`src/rtl/fpu_result_capture.sv`:
```
// fpu_result_capture: captures FPU result words and status flags into a
// DEPTH-entry FIFO under a run/halt control FSM.
// Optional statistics counters are enabled by defining FPU_CAPTURE_STATS_EN.
module fpu_result_capture #(
    parameter int DEPTH = 8,
    parameter int CNT_W = 16
) (
    input  logic                     clock_100Khz,
    input  logic                     reset,
    input  logic                     res_valid,
    input  logic [31:0]              res_data,
    input  logic [3:0]               res_status,
    input  logic                     start,
    input  logic                     stop,
    input  logic                     clear,
    input  logic                     rd_en,
    output logic [35:0]              rd_data,
    output logic                     rd_valid,
    output logic                     empty,
    output logic                     full,
    output logic [$clog2(DEPTH):0]   level,
    output logic                     dropped,
    output logic [1:0]               state,
    output logic [CNT_W-1:0]         cnt_ovf,
    output logic [CNT_W-1:0]         cnt_unf,
    output logic [CNT_W-1:0]         cnt_inx
);

    localparam int AW = $clog2(DEPTH);
    localparam int LW = AW + 1;

    typedef enum logic [1:0] {
        S_IDLE = 2'b00,
        S_RUN  = 2'b01,
        S_HALT = 2'b10
    } state_t;

    state_t          r_state;
    state_t          w_state_nxt;
    logic [35:0]     r_mem [DEPTH];
    logic [AW-1:0]   r_wptr;
    logic [AW-1:0]   r_rptr;
    logic [LW-1:0]   r_level;
    logic            r_dropped;
    logic [35:0]     r_rd_data;
    logic            r_rd_valid;

    logic            w_empty;
    logic            w_full;
    logic            w_run;
    logic            w_pop;
    logic            w_push;
    logic            w_drop;

    // A pop frees a slot in the same cycle, so a full FIFO can still accept
    // a push when it is also being read. Clear discards both.
    assign w_empty = (r_level == '0);
    assign w_full  = (r_level == LW'(DEPTH));
    assign w_run   = (r_state == S_RUN);
    assign w_pop   = rd_en & ~w_empty & ~clear;
    assign w_push  = w_run & res_valid & ~clear & (~w_full | w_pop);
    assign w_drop  = w_run & res_valid & ~clear & w_full & ~w_pop;

    // Control state register
    always_ff @(posedge clock_100Khz or posedge reset) begin
        if (reset) r_state <= S_IDLE;
        else       r_state <= w_state_nxt;
    end

    // Next state: stop has priority, then clear, then drop
    always_comb begin
        w_state_nxt = r_state;
        if (r_state != S_IDLE && stop) begin
            w_state_nxt = S_IDLE;
        end else begin
            case (r_state)
                S_IDLE:  if (start) w_state_nxt = S_RUN;
                S_RUN:   if (!clear && w_drop) w_state_nxt = S_HALT;
                S_HALT:  if (clear) w_state_nxt = S_RUN;
                default: w_state_nxt = S_IDLE;
            endcase
        end
    end

    // Storage array; contents are don't-care until written
    always_ff @(posedge clock_100Khz) begin
        if (w_push) r_mem[r_wptr] <= {res_status, res_data};
    end

    // Pointers, occupancy and sticky drop flag
    always_ff @(posedge clock_100Khz or posedge reset) begin
        if (reset) begin
            r_wptr    <= '0;
            r_rptr    <= '0;
            r_level   <= '0;
            r_dropped <= 1'b0;
        end else if (clear) begin
            r_wptr    <= '0;
            r_rptr    <= '0;
            r_level   <= '0;
            r_dropped <= 1'b0;
        end else begin
            if (w_push) r_wptr <= r_wptr + AW'(1);
            if (w_pop)  r_rptr <= r_rptr + AW'(1);
            r_level <= r_level + LW'(w_push) - LW'(w_pop);
            if (w_drop) r_dropped <= 1'b1;
        end
    end

    // Registered read port; rd_data holds its last value between pops
    always_ff @(posedge clock_100Khz or posedge reset) begin
        if (reset) begin
            r_rd_data  <= '0;
            r_rd_valid <= 1'b0;
        end else begin
            r_rd_valid <= w_pop;
            if (w_pop) r_rd_data <= r_mem[r_rptr];
        end
    end

`ifdef FPU_CAPTURE_STATS_EN
    logic [CNT_W-1:0] r_cnt_ovf;
    logic [CNT_W-1:0] r_cnt_unf;
    logic [CNT_W-1:0] r_cnt_inx;

    // Saturating status counters, advanced only on accepted pushes
    always_ff @(posedge clock_100Khz or posedge reset) begin
        if (reset || clear) begin
            r_cnt_ovf <= '0;
            r_cnt_unf <= '0;
            r_cnt_inx <= '0;
        end else if (w_push) begin
            if (res_status[1] && r_cnt_ovf != '1) r_cnt_ovf <= r_cnt_ovf + CNT_W'(1);
            if (res_status[2] && r_cnt_unf != '1) r_cnt_unf <= r_cnt_unf + CNT_W'(1);
            if (res_status[3] && r_cnt_inx != '1) r_cnt_inx <= r_cnt_inx + CNT_W'(1);
        end
    end

    assign cnt_ovf = r_cnt_ovf;
    assign cnt_unf = r_cnt_unf;
    assign cnt_inx = r_cnt_inx;
`else
    assign cnt_ovf = '0;
    assign cnt_unf = '0;
    assign cnt_inx = '0;
`endif

    assign rd_data  = r_rd_data;
    assign rd_valid = r_rd_valid;
    assign empty    = w_empty;
    assign full     = w_full;
    assign level    = r_level;
    assign dropped  = r_dropped;
    assign state    = r_state;

endmodule

```
`config.mk`:
```
export PLATFORM = sky130hd
export DESIGN_NAME = fpu_result_capture
export DESIGN_NICKNAME = d
export VERILOG_FILES = /design/src/rtl/fpu_result_capture.sv
export SDC_FILE = /design/constraint.sdc
export NUM_CORES = 1
export LEC_CHECK = 0
export ABC_AREA = 1
export CORE_MARGIN = 4
export CORE_UTILIZATION = 57
export DETAILED_ROUTE_END_ITERATION = 10
export PLACE_DENSITY = 0.8
export SKIP_LAST_GASP = 1
export SLEW_MARGIN = 20
export SYNTH_ARGS = -nofsm -noshare
export SYNTH_HDL_FRONTEND = slang
export SYNTH_SLANG_ARGS = --single-unit
```
`constraint.sdc`:
```
create_clock -name clock_100Khz -period 5.05 [get_ports clock_100Khz]
set_input_delay 1.01 -clock clock_100Khz [delete_from_list [all_inputs] [get_ports clock_100Khz]]
set_output_delay 1.01 -clock clock_100Khz [all_outputs]
set_load 0.02 [all_outputs]
```
==> summary.txt <==
Run status
  • Status: finished, final reports clean

STA
  • Worst-Margin Slew: 1.13 ns
  • Setup skew after layout: 0.00679 ns
  • RSZ-0062 raised after global routing: false
  • Tmin final: 3.27 ns
  • Worst slew margin relative to its limit: 0.246
  • Maximum clock rate: 0.305 GHz
  • Final hold violation count: 0
  • Final count of negative-setup-slack endpoints: 0
  • Total Negative Setup Slacks: 0 ns
  • Worst slack on hold paths: 0.479 ns
  • Max Transition Viols Final: 0
  • Post-route fraction of the period consumed by the critical path: 0.648

Min path
  • Class of the tightest hold or removal check: flop to flop

Layout
  • Number of diodes added for antenna fixing: 0
  • Final core area utilization: 0.672
  • Post-route standard cell area excluding fillers: 0.0164 sq mm
  • Most common library cell in the layout ignoring fill and taps: sky130_fd_sc_hd__nand2_1
  • Commonest cells after routing, fill and taps aside: sky130_fd_sc_hd__nand2_1 (465), sky130_fd_sc_hd__edfxtp_1 (288), sky130_fd_sc_hd__nand3_1 (156)
  • Share of cells above drive strength 1: 0.0733
  • Number of standard cells in the layout, taps in and fillers out: 1729
  • Total Nets Final: 1430
  • Signed area change from the synthesized netlist to the final layout: 15.2%
  • Sequential cell area: 0.00990 sq mm
  • Area of combinational cells with multiple inputs: 0.00350 sq mm
  • Fill cell total of the finished layout: 1693

Pwr
  • Logic pwr share: 0.244
  • Leakage: 0.00677 uW
  • Sequential fraction of design power: 0.426
  • Clk network pwr share: 0.330
  • Worst IR Drop VDD: 273 uV
  • Areal power density over the cells: 495 mW/mm^2
  • Cell internal pwr: 5660 uW
  • Net switching fraction of the power: 0.305
  • Psw: 2480 uW

Yosys
  • Area share of the largest cell type after synthesis: 0.606
  • Number of flip-flops and latches in the synthesized netlist: 338
  • Synth warn: 0
  • Proportion of register bits with asynchronous set or reset after synthesis: 0.148
  • Synth unique cells: 28
  • Register area share after synthesis: 0.694
  • Netlist area before placement: 0.0143 sq mm
  • Cells after Synth: 1298
  • Top flip-flop cell by instance count after synthesis: sky130_fd_sc_hd__edfxtp_1
  • Cell types occupying the most area after synthesis: sky130_fd_sc_hd__edfxtp_1 (61%), sky130_fd_sc_hd__nand2_1 (12%), sky130_fd_sc_hd__dfrtp_1 (8.8%)
  • Number of enable flip-flop cells after synthesis: 288
  • Dominant cell type by area after synthesis: sky130_fd_sc_hd__edfxtp_1
  • Avg Inst Size Synth: 11.0 sq um

GRT
  • Vias in the first global route: 9290
  • Wire length of the first global-routing pass: 48.1 mm
  • Pin count of the biggest net entering global routing: 96
  • Total grt overflow: 0
  • Combined global-route utilization of all metal layers: 0.215
  • Antenna violations before repair: 0

Placement
  • Input/output buffers: 88
  • Final GP Congestion: 0.818
  • Placed Cells: 1667
  • Dpl cell area: 0.0152 sq mm
  • Post-DP HPWL: 16.7 mm

Clocking
  • Total number of H-tree levels: 2
  • Clock transition at path regs: 0.06 ns
  • Total clock buffers created by CTS: 34
  • Bufs on Longest Clock Path: 3
  • Post-CTS resize count: 0
  • Clock latency on the worst-skew pair: 0.50 ns
  • Hold buffer count at CTS: 0
  • Clock tree root buffer cell: sky130_fd_sc_hd__clkbuf_16
  • Number of sinks driven by the clock tree: 338
  • CTS tree: built
  • Number of buffers inserted by post-CTS setup repair: 0

Floorplanning
  • Die boundary height: 166 um
  • Number of top-level pins: 137
  • Width of the chip: 166 um
  • Rows: 57
  • Die Area: 0.0276 sq mm
  • Effective utilization at floorplan: 0.583
  • Core area: 0.0245 sq mm

Critical path
  • Setup crit end kind: output pin
  • Critical Path Source Type: flop
  • Highest net fanout along the worst path: 3
  • Worst Path Required: 4.04 ns
  • Reg2reg setup slack: 2.42 ns
  • Cell with the largest stage delay on the worst path: sky130_fd_sc_hd__clkdlybuf4s50_1
  • Largest delay share family, worst path: buffers and inverters
  • CP cell instances: inv_1 > ha_1 > nor3b_1 > clkdlybuf4s50_1
  • Worst EP arrival: 2.26 ns
  • Crit path largest cell delay: 0.71 ns
  • Buffers & Inverters on Critical Path: 2
  • Critical Setup Path Class: flop to output pin

Drt
  • Number of detailed-route iterations in the first pass: 5
  • Routed wire length: 29.9 mm
  • Number of vias per cell: 5.36
  • Antenna-violating nets left: 0
  • DR WL/cell: 17.3 um
  • Number of violations reported at the end of detailed-routing iteration 0: 1083
  • DRC errors left: 0
  • Vias: 9264

Flow run
  • Total of max-cap violations: 0
## cells in the mapped netlist (2+ instances only)
cell                       count
sky130_fd_sc_hd__a21oi_1       4
sky130_fd_sc_hd__nor3_1        4
sky130_fd_sc_hd__nand2_1     465
sky130_fd_sc_hd__nand3_1     156
sky130_fd_sc_hd__nor2_1       61
sky130_fd_sc_hd__inv_1        97
sky130_fd_sc_hd__clkbuf_1      9
sky130_fd_sc_hd__buf_2        28
sky130_fd_sc_hd__inv_2         4
sky130_fd_sc_hd__nand4_1       2
sky130_fd_sc_hd__edfxtp_1    288
sky130_fd_sc_hd__dfrtp_1      50
sky130_fd_sc_hd__o21ai_0      29
sky130_fd_sc_hd__buf_4        53
sky130_fd_sc_hd__nand3_2       2
sky130_fd_sc_hd__buf_6        10
sky130_fd_sc_hd__o211ai_2     10
sky130_fd_sc_hd__ha_1          7
sky130_fd_sc_hd__buf_1        10
## cell type report
class,instances,share of cell area
Sequential cell,338,0.602
Tap cell,324,0.0247
Clock inverter,11,0.0113
Clock buffer,51,0.0632
Timing Repair Buffer,108,0.0627
Inverter,101,0.0232
Multi-Input combinational cell,796,0.213
## sequential cells by signal, summed over array words and instances (netlist names)
name      cells
level         4
dropped       1
state         2
r_rptr        3
r_mem       288
rd_valid      1
rd_data      36
r_wptr        3
## worst register-to-register path: stages, from the launching register on
cell and delay [ns]:
sky130_fd_sc_hd__dfrtp_4 0.90, sky130_fd_sc_hd__buf_4 0.90, sky130_fd_sc_hd__nor2_1 0.20, sky130_fd_sc_hd__nor2_1 0.16, sky130_fd_sc_hd__o21ai_0 0.12, sky130_fd_sc_hd__nand3_1 0.12, sky130_fd_sc_hd__nand3_1 0.09, sky130_fd_sc_hd__nand2_1 0.08
## metrics by stage
stage	total power, uW	setup slack [ns]
2_1_floorplan	4850	0.629
3_3_place_gp	5430	1.46
3_5_place_dp	5500	1.40
4_1_cts	8190	1.73
5_1_grt	8550	1.60
6_report	8140	1.78
## power by group through the flow
stage,Sequential (uW),Clock [uW],Combinational [uW]
final,3470,2690,1990
after global routing,3500,2860,2200
after CTS,3470,2730,1990
after detailed placement,3530,0,1970
after global placement,3530,0,1900
after floorplan,3590,0,1250
## logic make-up after synthesis
kind of cell,after synthesis,synth area share
and+or+nand+nor,695,0.200
adders and majority gates,8,0.00754
other,1,0.000263
AOI/OAI and AO/OA,43,0.0203
buffers and inverters,211,0.0772
DFF,338,0.694
xor gates and xnor gates,2,0.00123
## routing by layer
layer	global-route usage	vias to the layer above	wire (um)
li1	-	4366	-
met1	0.287	4379	12000
met2	0.364	442	14700
met3	0.0357	77	2460
met4	0.0722	0	783
met5	0	-	0
## path summary, 6_finish.rpt
path | start | cells after the start | to
setup / recovery | level[2]$_DFF_PP0_ | 4 | full
hold / removal | rd_data[23]$_DFFE_PP0P_ | 2 | rd_data[23]$_DFFE_PP0P_
setup reg to reg | r_rptr[0]$_DFFE_PP0P_ | 7 | rd_data[31]$_DFFE_PP0P_
hold reg to reg | rd_data[23]$_DFFE_PP0P_ | 2 | rd_data[23]$_DFFE_PP0P_
max in group asynchronous | reset | 3 | r_rptr[0]$_DFFE_PP0P_
min in group asynchronous | reset | 2 | level[0]$_DFF_PP0_
(Power assumes the default switching activity.)
